--- src/rtl/rom_pkg.sv ---
// Shared constants and FSM state encoding for the 8x8 ROM and its burst reader.
package rom_pkg;

  localparam int ROM_ADDR_W = 3;
  localparam int ROM_DATA_W = 8;
  localparam int ROM_LEN_W  = 4;

  typedef enum logic [1:0] {
    ST_IDLE  = 2'd0,
    ST_FETCH = 2'd1,
    ST_HOLD  = 2'd2,
    ST_DONE  = 2'd3
  } rom_state_e;

endpackage

--- src/rtl/rom_burst_reader.sv ---
// Burst sequencer in front of the combinational 8x8 ROM; streams words out on valid/ready.
// Optional ROM_BURST_CHECKSUM_EN adds checksum_o, the modulo sum of the beats in the burst.
module rom_burst_reader
  import rom_pkg::*;
#(
  parameter int ADDR_W = ROM_ADDR_W,
  parameter int DATA_W = ROM_DATA_W,
  parameter int LEN_W  = ROM_LEN_W
) (
  input  logic              clk,
  input  logic              rst_n,
  input  logic              start_i,
  input  logic [ADDR_W-1:0] start_addr_i,
  input  logic [LEN_W-1:0]  len_i,
  output logic              busy_o,
  output logic              rom_cs_o,
  output logic              rom_rd_en_o,
  output logic [ADDR_W-1:0] rom_addr_o,
  input  logic [DATA_W-1:0] rom_data_i,
  output logic              m_valid_o,
  output logic [DATA_W-1:0] m_data_o,
  input  logic              m_ready_i,
  output logic              done_o
`ifdef ROM_BURST_CHECKSUM_EN
  ,
  output logic [DATA_W-1:0] checksum_o
`endif
);

  localparam logic [LEN_W-1:0] LEN_MAX = LEN_W'(2 ** ADDR_W);

  rom_state_e        state_r;
  rom_state_e        state_nxt_s;
  logic [ADDR_W-1:0] addr_r;
  logic [LEN_W-1:0]  rem_r;
  logic [LEN_W-1:0]  len_clamped_s;
  logic [DATA_W-1:0] data_r;

  assign len_clamped_s = (len_i > LEN_MAX) ? LEN_MAX : len_i;

  // Next-state decode for the burst FSM.
  always_comb begin
    state_nxt_s = state_r;
    case (state_r)
      ST_IDLE: begin
        if (start_i) begin
          if (len_i == {LEN_W{1'b0}}) begin
            state_nxt_s = ST_DONE;
          end else begin
            state_nxt_s = ST_FETCH;
          end
        end else begin
          state_nxt_s = ST_IDLE;
        end
      end
      ST_FETCH: state_nxt_s = ST_HOLD;
      ST_HOLD: begin
        if (m_ready_i) begin
          if (rem_r == LEN_W'(1)) begin
            state_nxt_s = ST_DONE;
          end else begin
            state_nxt_s = ST_FETCH;
          end
        end else begin
          state_nxt_s = ST_HOLD;
        end
      end
      ST_DONE: state_nxt_s = ST_IDLE;
      default: state_nxt_s = ST_IDLE;
    endcase
  end

  // State, address/count and captured-data registers.
  always_ff @(posedge clk) begin
    if (!rst_n) begin
      state_r <= ST_IDLE;
      addr_r  <= {ADDR_W{1'b0}};
      rem_r   <= {LEN_W{1'b0}};
      data_r  <= {DATA_W{1'b0}};
    end else begin
      state_r <= state_nxt_s;
      case (state_r)
        ST_IDLE: begin
          if (start_i) begin
            addr_r <= start_addr_i;
            rem_r  <= len_clamped_s;
          end
        end
        // ROM bus is only driven in FETCH, so this is the only place it is sampled.
        ST_FETCH: data_r <= rom_data_i;
        ST_HOLD: begin
          if (m_ready_i) begin
            rem_r  <= rem_r - LEN_W'(1);
            addr_r <= addr_r + ADDR_W'(1);
          end
        end
        ST_DONE: ;
        default: ;
      endcase
    end
  end

`ifdef ROM_BURST_CHECKSUM_EN
  logic [DATA_W-1:0] checksum_r;

  // Running sum of handshaken beats, cleared when a burst is accepted.
  always_ff @(posedge clk) begin
    if (!rst_n) begin
      checksum_r <= {DATA_W{1'b0}};
    end else if ((state_r == ST_IDLE) && start_i) begin
      checksum_r <= {DATA_W{1'b0}};
    end else if ((state_r == ST_HOLD) && m_ready_i) begin
      checksum_r <= checksum_r + data_r;
    end
  end

  assign checksum_o = checksum_r;
`endif

  assign busy_o      = (state_r != ST_IDLE);
  assign rom_cs_o    = (state_r == ST_FETCH);
  assign rom_rd_en_o = (state_r == ST_FETCH);
  assign rom_addr_o  = addr_r;
  assign m_valid_o   = (state_r == ST_HOLD);
  assign m_data_o    = data_r;
  assign done_o      = (state_r == ST_DONE);

endmodule

--- config.mk ---
export PLATFORM = sky130hd
export DESIGN_NAME = rom_burst_reader
export DESIGN_NICKNAME = d
export VERILOG_FILES = /design/src/rtl/rom_pkg.sv /design/src/rtl/rom_burst_reader.sv
export SDC_FILE = /design/constraint.sdc
export NUM_CORES = 1
export LEC_CHECK = 0
export ABC_AREA = 0
export CAP_MARGIN = 20
export CORE_MARGIN = 8
export CORE_UTILIZATION = 30
export CTS_CLUSTER_DIAMETER = 30
export DETAILED_ROUTE_END_ITERATION = 10
export HOLD_SLACK_MARGIN = 0.06
export SLEW_MARGIN = 20
export SYNTH_ARGS = -nofsm -noshare
export SYNTH_HDL_FRONTEND = slang
export SYNTH_SLANG_ARGS = --single-unit
--- constraint.sdc ---
create_clock -name clk -period 1.5 [get_ports clk]
set_input_delay 0.15 -clock clk [delete_from_list [all_inputs] [get_ports clk]]
set_output_delay 0.15 -clock clk [all_outputs]
set_load 0.01 [all_outputs]
After elaboration in Yosys (flattened, before gate mapping)
Cells that the tools add are included.
{"block": "op_classes", "addsub": 2, "multipliers": 0, "n_div": 0, "n_lt_le_gt_ge": 1, "n_eq_ne": 6, "n_shift": 0, "n_mux": 12, "n_bitwise": 0, "n_reduce_logical": 5}
{"cell": "$mux W4", "n": 3}
{"cell": "$mux W2", "n": 4}
{"cell": "$pmux W2 S4", "n": 1}
{"cell": "$pmux W4 S2", "n": 1}
{"cell": "$mux W3", "n": 2}
{"cell": "$pmux W3 S2", "n": 1}
{"cell": "$eq A2 B2 Y1 const B", "n": 2}
{"cell": "$eq A4 B1 Y1 const B", "n": 1}
{"cell": "$gt A4 B4 Y1 const B", "n": 1}
{"cell": "$logic_not A4 Y1", "n": 1}
{"cell": "$reduce_bool A2 Y1", "n": 2}
{"cell": "$sub A4 B1 Y4 const B", "n": 1}
{"cell": "$add A3 B1 Y3 const B", "n": 1}
{"cell": "$reduce_and A3 Y1", "n": 1}
{"cell": "$eq A2 B1 Y1 const B", "n": 1}
{"cell": "$logic_not A2 Y1", "n": 1}
{"cell": "$ne A2 B1 Y1 const B", "n": 1}
{"cell": "$ne A2 B2 Y1 const B", "n": 1}
{"block": "word_totals", "regBits": 17, "latch_bits": 0, "ram_bits": 0, "rom_bits": 0, "elab_cells": 30, "n_memories": 0}

Longest topological paths before layout
{"block": "logic_depth", "depth_word": 4, "ltp_mapped": 6}

Worst setup path before layout
OpenSTA, ideal clock, no wires.
{"block": "synth_timing", "path_type": "flip-flop to flip-flop", "start": "reg state_r[0]", "end": "reg addr_r[1] (netlist: rom_addr_o[1])", "arrival_ps": 1251, "required_time_ps": 1384, "setup_slack_ps": 132, "path_stages_with_launch": 5, "n_path_buf": 0, "period_less_slack_ps": 1368, "path_cell_list": "dfxtp_1 > nand2b_1 > inv_1 > mux2_2 > o211a_1"}
{"block": "synth_between", "elab_chain_cells": 3, "word_cells_on_any_way": 7, "cone_classes": "eq/ne: 3; mux: 1; reduce/logical: 3"}
{"item": "from (decl)", "line": "rom_burst_reader.sv:32", "rtl": "rom_state_e state_r;"}
{"item": "from (signal assigned)", "line": "rom_burst_reader.sv:81", "rtl": "state_r <= state_nxt_s;"}
{"item": "$eq A2 B2 Y1 *"}
{"item": "net m_valid_o", "line": "rom_burst_reader.sv:20", "rtl": "output logic m_valid_o,"}
{"item": "$ne A2 B1 Y1 (no source line) / $reduce_bool A2 Y1 (equally long branches)"}
{"item": "$reduce_and A3 Y1 (no source line)"}
{"item": "to (signal assigned)", "line": "rom_burst_reader.sv:77", "rtl": "addr_r <= {ADDR_W{1'b0}};"}
{"item": "to (signal assigned)", "line": "rom_burst_reader.sv:85", "rtl": "addr_r <= start_addr_i;"}
{"item": "to (signal assigned)", "line": "rom_burst_reader.sv:94", "rtl": "addr_r <= addr_r + ADDR_W'(1);"}
{"item": "to (decl)", "line": "rom_burst_reader.sv:34", "rtl": "logic [ADDR_W-1:0] addr_r;"}
Mark *: on every way through the listed nets, which the timed path passes. The rest lies on a longest branch.
A chain may end at the register's enable or synchronous reset.

Worst setup path in the final report
{"block": "layout_timing", "start": "reg rem_r[0]", "end": "reg state_r[1]"}
{"block": "layout_between", "elab_chain_cells": 4}
{"item": "from (decl)", "line": "rom_burst_reader.sv:35", "rtl": "logic [LEN_W-1:0] rem_r;"}
{"item": "from (signal assigned)", "line": "rom_burst_reader.sv:78", "rtl": "rem_r <= {LEN_W{1'b0}};"}
{"item": "from (signal assigned)", "line": "rom_burst_reader.sv:86", "rtl": "rem_r <= len_clamped_s;"}
{"item": "from (signal assigned)", "line": "rom_burst_reader.sv:93", "rtl": "rem_r <= rem_r - LEN_W'(1);"}
{"item": "$eq A4 B1 Y1", "line": "rom_burst_reader.sv:59", "rtl": "if (rem_r == LEN_W'(1)) begin"}
{"item": "$mux W2", "line": "rom_burst_reader.sv:59"}
{"item": "$mux W2", "line": "rom_burst_reader.sv:58", "rtl": "if (m_ready_i) begin"}
{"item": "$pmux W2 S4", "line": "rom_burst_reader.sv:44", "rtl": "case (state_r)"}
No other way between the ends.

==> reports/qor.yml <==
run_status:
  status: "complete, no violations"
finish:
  drive_above_1_share_pct: 21.5
  ff_latch_area_sq_um: 349
  fillers: 294
  nets: 167
  multiInputGateArea_sq_um: 447
  final_common_cell: "clkdlybuf4s50_1"
  layout_common_cells: "clkdlybuf4s50_1 (29), nand2_1 (18), dfxtp_1 (14), buf_4 (12), a21oi_1 (10)"
  antenna_cells: 0
  synthToLayoutAreaGrowth_pct: 54.1
sta:
  worst_slack_ns: 0.0590
  fmax_mhz: 694
  drv_slew: 0
  hold_viol_final: 0
  rsz0062_at_grt: "false"
  hold_slack_ns: 0.419
  finalSetupTns_ns: 0
  relSlewSlack_pct: 75.7
  worst_pin_slew_ns: 0.361
  finalClockSkew_ns: 0.00535
  setup_viol_count_final: 0
  fin_crit_sh_pct: 96.1
  finalCriticalPeriod_ns: 1.44
floorplanning:
  die_h_um: 69.2
  fp-row-count: 19
  ioPinCount: 35
  dieArea_sq_um: 4790
  die_w_um: 69.2
  core_region_area_sq_um: 2710
  start_util_pct: 31.3
synthesis:
  yosys-top-cells-area: "dfxtp_1 (40%), nand2_1 (8.0%), a21oi_1 (5.9%), a211oi_1 (4.4%), ha_1 (4.4%)"
  syn_inst: 101
  ys_ff_latch: 17
  yosysSeqAreaShare_pct: 40.1
  synth_area_sq_um: 848
  synth-edff-count: 0
  synthDistinctLibCells: 34
  syn_area_per_cell_sq_um: 8.40
  async_reset_ff_share_pct: 0
  ys.flop_type: "dfxtp_1"
  synth_top_area_cell: "dfxtp_1"
  syn_nets: 123
  yosysWarningCount: 0
  yosysTopAreaCellShare_pct: 40.1
global_routing:
  grt_pass1_wl_um: 4240
  grt_max_degree: 11
  overflow: 0
  grt_use_total_pct: 10.3
  antenna_found_initial: 0
  first_global_vias: 892
clock_network:
  max-clock-path-buffers: 2
  path_clk_slew_ns: 0.10
  cts_tree: "yes"
  ctsHtreeMaxLevel: 1
  clk_latency_ns: 0.28
  postCtsHoldBufs: 0
  clkSinkCount: 17
  clockRootBuffer: "clkbuf_4"
  cts_buffers: 3
worst_setup_path:
  worstPathRequired_ns: 1.70
  critPathMaxFanout: 5
  critPathLaunchType: "register"
  setup.worst_path.end_class: "register"
  path_cells: "ha_1 > or3b_2 > a21o_1 > a211oi_2"
  path_class: "register to register"
  cpPeakStageDelay_ns: 0.45
  cp_slowest_cell: "or3b_2"
  crit_family: "simple AND/OR/NAND/NOR gates"
  cp.arrival_ns: 1.64
  cp.buffers_inverters: 0
detailed_routing:
  final_antenna_net_count: 0
  wl_um: 2480
  vias: 851
  drtIter0Drc: 25
  viasPerCell: 4.86
  drc: 0
  drt_first_pass_iters: 3
  post_drt_wl_per_cell_um: 14.2
hold_path:
  min_path_type: "input port to register"
pwr:
  power.leakage_nw: 0.545
  vdd_drop_max_uv: 370
  p_per_area_nw_per_um2: 843
place:
  gp_congestion: 0.834
  dpl.hpwl_um: 1980
  dpl_worst_slack_ns: -0.00977
  portBuffers: 34
job:
  max_cap_viol_count: 0
worst reg2reg max path, delay by kind of cell (launching register included):
kind,cells,cell delay (ns)
simple gates,1,0.45
compound gates,2,0.39
flops,1,0.38
fa+ha+maj,1,0.14
worst paths after layout:
kind	slack, ns	endpoint	cells past startpoint	from
hold / removal	0.42	m_data_o[3]	3	rom_data_i[3]
setup / recovery	0.06	state_r[1]	4	rem_r[0]
hold reg to reg	0.46	m_data_o[6]	2	m_data_o[6]
setup reg to reg	0.06	state_r[1]	4	rem_r[0]
logic make-up (layout without fill, tap and decap cells):
family / Yosys count / in the layout / share of synthesized area, %
buffers and inverters: 16 / 59 / 7.82
muxes: 2 / 2 / 2.95
and+or+nand+nor: 33 / 33 / 20.1
DFF: 17 / 17 / 40.1
adders and majority gates: 3 / 3 / 4.43
AOI/OAI and AO/OA: 30 / 30 / 24.6
sequential cells by signal, indices dropped and copies added (netlist names):
signal	cells
rem_r	4
state_r	2
m_data_o	8
rom_addr_o	3
what timing repair did:
action | 4_1_cts | 5_1_grt
resized for setup | 11 | 7
setup buffers | 2 | 0
endpoints found under the setup margin | 5 | 4
layer usage:
layer / vias to the layer above / share of wire [%] / global-route usage [%]
met2: 35 / 45 / 16.3
met5: - / 0 / 0
met1: 374 / 48 / 12.4
li1: 442 / - / -
met4: 0 / 0 / 2.05
met3: 0 / 7.6 / 4.58
cells in the mapped netlist, types with 2 or more instances:
master / count
nand2_1: 18
dfxtp_1: 17
a21oi_1: 10
inv_1: 8
a211oi_1: 5
clkbuf_1: 4
ha_1: 3
nand2b_1: 3
o21ai_0: 3
buf_2: 2
nor4bb_1: 2
o221a_2: 2
o32ai_1: 2
or3b_2: 2
power breakdown:
part / leakage [nW] / switching (mW) / internal [mW]
combinational: 0.389 / 0.148 / 0.195
sequential: 0.141 / 0.0322 / 0.489
clock: 0.0150 / 0.136 / 0.103
total: 0.545 / 0.316 / 0.786
area by class of cell:
class                   instances  share of cell area, %
inverters                       9                   2.58
clock buffers                   4                   2.01
multi-input cells              68                   34.2
flip-flops and latches         17                   26.7
well taps                      31                   2.97
repair buffers                 46                   31.6
stage by stage:
step	power (mW)	area [sq um]	instances	utilization (%)
finish	1.10	1310	175	48.2
global route	1.18	1310	175	48.2
CTS	1.12	1320	175	48.5
detailed placement	0.872	1270	169	46.9
global placement	0.867	1270	169	46.9
floorplan	0.694	848	101	-
Note: power is estimated with default switching activity, not from simulation.
==> edit 1 (same flow settings) <==
The 4 states of `rom_state_e` get a one-hot encoding in 4 bits.
--- a/src/rtl/rom_pkg.sv
+++ b/src/rtl/rom_pkg.sv
@@ -6,9 +6,9 @@
   localparam int ROM_LEN_W  = 4;
 
-  typedef enum logic [1:0] {
-    ST_IDLE  = 2'd0,
-    ST_FETCH = 2'd1,
-    ST_HOLD  = 2'd2,
-    ST_DONE  = 2'd3
+  typedef enum logic [3:0] {
+    ST_IDLE  = 4'b0001,
+    ST_FETCH = 4'b0010,
+    ST_HOLD  = 4'b0100,
+    ST_DONE  = 4'b1000
   } rom_state_e;
 
Function: no difference found for any inputs over 10 cycles, from zero or initial values and one cycle with rst_n low; not proved beyond that.
==> edit 1 against the unedited design <==
The run now ends with negative setup slack left. Die area up 12%. Fmax fell by 9.3%. Final area is 20% higher. Sequential cell count up 2. Power up 8.0%. Clock power increased by 8%. Global-route usage up 0.77 points. Cell count is 23% higher. Setup slack got worse by 150 ps. Area after synthesis up 15%. Critical path depth is the same. Combinational power up 8.2%. Routed wire length up 14%. Critical endpoint is now rem_r[3]$_SDFFE_PN0P_. Highest routed layer is now met4.
==> edit 1: results (changes against the unedited design) <==
Global-route total usage across every layer - 11.0% (+0.77 points)
HPWL after detailed placement - 2200 um (+11%)
Top Family by Delay on Critical Path - simple AND/OR/NAND/NOR gates
GPL Wtd Cong - 0.839 (+0.50%)
First-pass GRT wire length - 4680 um (+10%)
Final worst slack - -89.4 ps (-148 ps)
Delay of the slowest cell on the worst path - 570 ps (+120 ps)
Count of cell types in the netlist - 36 (+5.9%)
Pre-CTS setup slack - -146 ps (-136 ps)
Total negative slack - -207 ps (-207 ps)
CTS Buffer Depth - 2 (unchanged)
CTS clk-pin slew, worst paths - 100 ps (about the same)
Ranking of synthesized cells by area - dfxtp_1, nand2_1, a21boi_0
Library cell contributing the largest single delay on the critical path - or4b_4
Leakage power figure - 0.000631 uW (+16%)
Synth warn - 0 (unchanged)
First-pass DRT Iterations - 4 (+1)
Clock Tree Root - clkbuf_4
Post-route clock skew - 2.99 ps (-2.35 ps)
ANT cells - 0 (unchanged)
Number of filler cells placed in the layout - 326 (+11%)
Clock insertion delay at the later pin of the skew report - 290 ps
Antenna violations before repair - 0 (unchanged)
Leading register cell type out of synthesis - dfxtp_1
Status - finished, violations left
Starting DRC count in detailed routing - 27 (+8.0%)
Violations in the final reports - negative setup slack
Clock buffer count from CTS - 3 (unchanged)
Number of buffers inserted by port buffering - 34 (unchanged)
Vias after detailed routing - 1019 (+20%)
Max reg flops - 8 (unchanged)
Fin nets - 194 (+16%)
Worst slew margin relative to its limit - 76.6% (+0.87 points)
Setup-violating endpoint count in the final report - 6 (+6)
Path category of the worst min-delay check - primary input to flop
Pin count of the biggest net entering global routing - 18 (+7)
Synth async-reset ratio - 0% (unchanged)
H-tree lvl count - 1 (unchanged)
Most common cell after layout, fill and taps aside - clkdlybuf4s50_1
Drt total wl - 2840 um (+14%)
Maximum fanout encountered on the critical timing path - 4 (-1)
IR drop worst, VDD - 0.524 mV (+41%)
Syn Nets - 143 (+16%)
Final-layout worst hold slack - 402 ps (-16.2 ps)
Proportion of layout cells with a drive suffix above 1 - 25.1% (+3.6 points)
Register area share after synthesis - 38.8% (-1.3 points)
Cell types with the highest counts after synthesis - nand2_1, dfxtp_1, nor2_1
-- edit 1: worst reg2reg max path, stage by stage, from the launching register on --
cell and delay, ps:
dfxtp_1 320, or4b_4 570, or3_4 360, a21oi_4 170, o2bb2ai_2 110
-- edit 1: cell families after synthesis --
group	count (synthesis)	synth area share, %
xor+xnor	1	0.894
simple gates	56	28.6
compound gates	30	21.3
flops	19	38.8
fa+ha+maj	3	3.83
buf+inv	12	6.51
-- edit 1: layout make-up --
cell class,count,area share [%]
inverters,6,1.60
flip-flops and latches,19,24.4
repair buffers,52,29.7
multi-input cells,90,39.1
clock buffers,4,1.68
well taps,44,3.52
-- edit 1: worst paths after layout --
path,startpoint,endpoint,depth (start not counted)
max,state_r[3]$_SDFF_PN0_,rem_r[3]$_SDFFE_PN0P_,4
max reg2reg,state_r[3]$_SDFF_PN0_,rem_r[3]$_SDFFE_PN0P_,4
min,rom_data_i[0],m_data_o[0]$_SDFFE_PN0P_,3
min reg2reg,m_data_o[1]$_SDFFE_PN0P_,m_data_o[1]$_SDFFE_PN0P_,2
-- edit 1: report_power, final --
group,internal [uW],switching [uW],total [uW]
clock,104,154,257
combinational,209,162,371
sequential,539,23.3,562
total,852,339,1190
-- edit 1: metal layers --
layer  global-route usage, %  part of all wire [%]  vias up
met4                    2.67                   1.2        0
met2                    20.8                    53       20
li1                        -                     -      518
met3                    4.12                   5.4        4
met1                    11.0                    40      477
met5                       0                     0        -
-- edit 1: through the flow --
stage,power [uW],instances,instance area (um^2)
after global routing,1270,215,1560
after floorplan,727,121,985
final,1190,215,1560
after detailed placement,914,211,1470
after CTS,1190,215,1530
after global placement,907,211,1470
-- edit 1: timing repair --
action | CTS | global route
pin swaps | 2 | 6
endpoints found under the setup margin | 12 | 13
resized for setup | 29 | 12
setup buffers | 0 | 0
hold buffers | 0 | 0
==> edit 2 (same settings) <==
Without the edit above. `ROM_DATA_W`: 8 -> 10.
--- a/src/rtl/rom_pkg.sv
+++ b/src/rtl/rom_pkg.sv
@@ -3,5 +3,5 @@
 
   localparam int ROM_ADDR_W = 3;
-  localparam int ROM_DATA_W = 8;
+  localparam int ROM_DATA_W = 10;
   localparam int ROM_LEN_W  = 4;
 
Ports: changed (resized m_data_o and rom_data_i); port bits go from 35 to 39. The function was not compared with the original's and may differ.
==> edit 2 against the unedited design <==
Combinational power grew 2%. Power grew 8.0%. Setup slack lost 28 ps. Largest cell class unchanged. Area after synthesis grew 8.4%. Critical endpoint unchanged. Sequential cell count grew 2. Count of clock-buffer cells in the layout shrank 1. Sequential power grew 11%. Cell count grew 6.3%. Highest routed layer is now met4. Routed wire length grew 9.0%. Final area grew 7.1%. Core utilization shrank 1.2 points. Hold slack lost 32 ps.
==> edit 2: results (changes against the unedited design) <==
Ranking of synthesized cells by area - dfxtp_1, nand2_1, a21oi_1
Number of filler cells placed in the layout - 307 (+4.4%)
Detailed-route vias per instance - 5.05 (+3.8%)
Drt total wl - 2700 um (+9.0%)
H-tree lvl count - 1 (unchanged)
Maximum fanout encountered on the critical timing path - 3 (-2)
Arrival time at the worst endpoint - 1690 ps (+50 ps)
Max reg flops - 10 (+2)
Status - finished, final reports clean
Leakage power figure - 0.000576 uW (+5.7%)
HPWL after detailed placement - 2150 um (+8.8%)
Worst slew margin relative to its limit - 70.6% (-5.0 points)
Count of cell types in the netlist - 33 (-2.9%)
Setup bufs post-CTS - 0 (-2)
Cell types with the highest counts after synthesis - nand2_1, dfxtp_1, a21oi_1
Register area share after synthesis - 41.4% (+1.2 points)
Maximum clock rate - 0.681 GHz (-1.9%)
IR drop worst, VDD - 0.418 mV (+13%)
Pin count of the biggest net entering global routing - 13 (+2)
Syn Nets - 134 (+8.9%)
First-pass GRT wire length - 4580 um (+8.0%)
Fin nets - 178 (+6.6%)
GPL Wtd Cong - 0.866 (+3.8%)
Clock insertion delay at the later pin of the skew report - 300 ps (+20 ps)
Global-route total usage across every layer - 10.9% (+0.66 points)
Post-route clock skew - 0.902 ps (-4.45 ps)
Starting DRC count in detailed routing - 59 (+140%)
## edit 2: changes by cell type in the layout (fill, tap and decap cells not counted), sizes merged
cell / change
clkbuf: -4
clkdlybuf4s50: +4
nand2: +4
buf: -3
dlygate4sd2: +3
a21oi: +2
dfxtp: +2
clkinv: +1
## edit 2: what timing repair did
action | in CTS | in global routing
pin swaps | 0 | 0
gates resized for setup | 10 | 2
endpoints found under the setup margin | 6 | 2
hold buffers | 0 | 0
gates cloned | 0 | 0
## edit 2: worst max-delay path, cell delays in order (launching register included)
cell      delay (ps)
dfxtp_1          330
inv_2             70
ha_1             140
or3b_2           460
a21o_1           190
a211oi_1         200
## edit 2: power breakdown
| group | total (uW) | switching [uW] | internal, uW |
|---|---|---|---|
| Combinational | 349 | 153 | 196 |
| Sequential | 576 | 31.2 | 545 |
| Clock | 265 | 166 | 99.5 |
| Total | 1190 | 350 | 841 |
## edit 2: cell type report
cell class              count  share of cell area, %
flip-flops and latches     19                   27.8
clock buffers               3                   1.61
inverters                   9                   2.41
repair buffers             47                   31.5
clock inverters             1                  0.357
multi-input cells          74                   33.3
well taps                  33                   2.95
## edit 2: layer usage
metal / global-route usage (%) / part of all wire, % / routed length, um / vias to the layer above
met5: 0 / 0 / 0 / -
met4: 3.46 / 0.52 / 14 / 0
met3: 4.46 / 9.8 / 264 / 6
met2: 18.1 / 46 / 1250 / 51
met1: 12.4 / 44 / 1180 / 414
li1: - / - / - / 468
## edit 2: through the flow
stage                     setup WS (ps)  hold WS [ps]  utilization [%]  cell area, um^2  std cells
final                              31.1           387             47.0             1400        186
after detailed placement          -85.1           454             46.0             1370        182
after floorplan                     132           286                -              920        110
after CTS                          32.1           386             46.9             1400        186
after global routing              -2.54           387             47.0             1400        186
after global placement            -60.9           445             46.0             1370        182
## edit 2: kinds of logic after synthesis
logic type                 after synthesis  synth area share [%]
and+or+nand+nor                         37                  20.1
AOI/OAI and AO/OA                       32                  23.8
DFF                                     19                  41.4
buffers and inverters                   17                  7.89
adders and majority gates                3                  4.08
muxes                                    2                  2.72
## edit 2: worst paths after layout
check                           startpoint                        to  slack (ps)  depth (start not counted)
setup / recovery     rem_r[1]$_SDFFE_PN0P_     state_r[1]$_SDFF_PN0_          30                          5
hold / removal               rom_data_i[1]  m_data_o[1]$_SDFFE_PN0P_         390                          3
setup reg to reg     rem_r[1]$_SDFFE_PN0P_     state_r[1]$_SDFF_PN0_          30                          5
hold reg to reg   m_data_o[5]$_SDFFE_PN0P_  m_data_o[5]$_SDFFE_PN0P_         460                          2
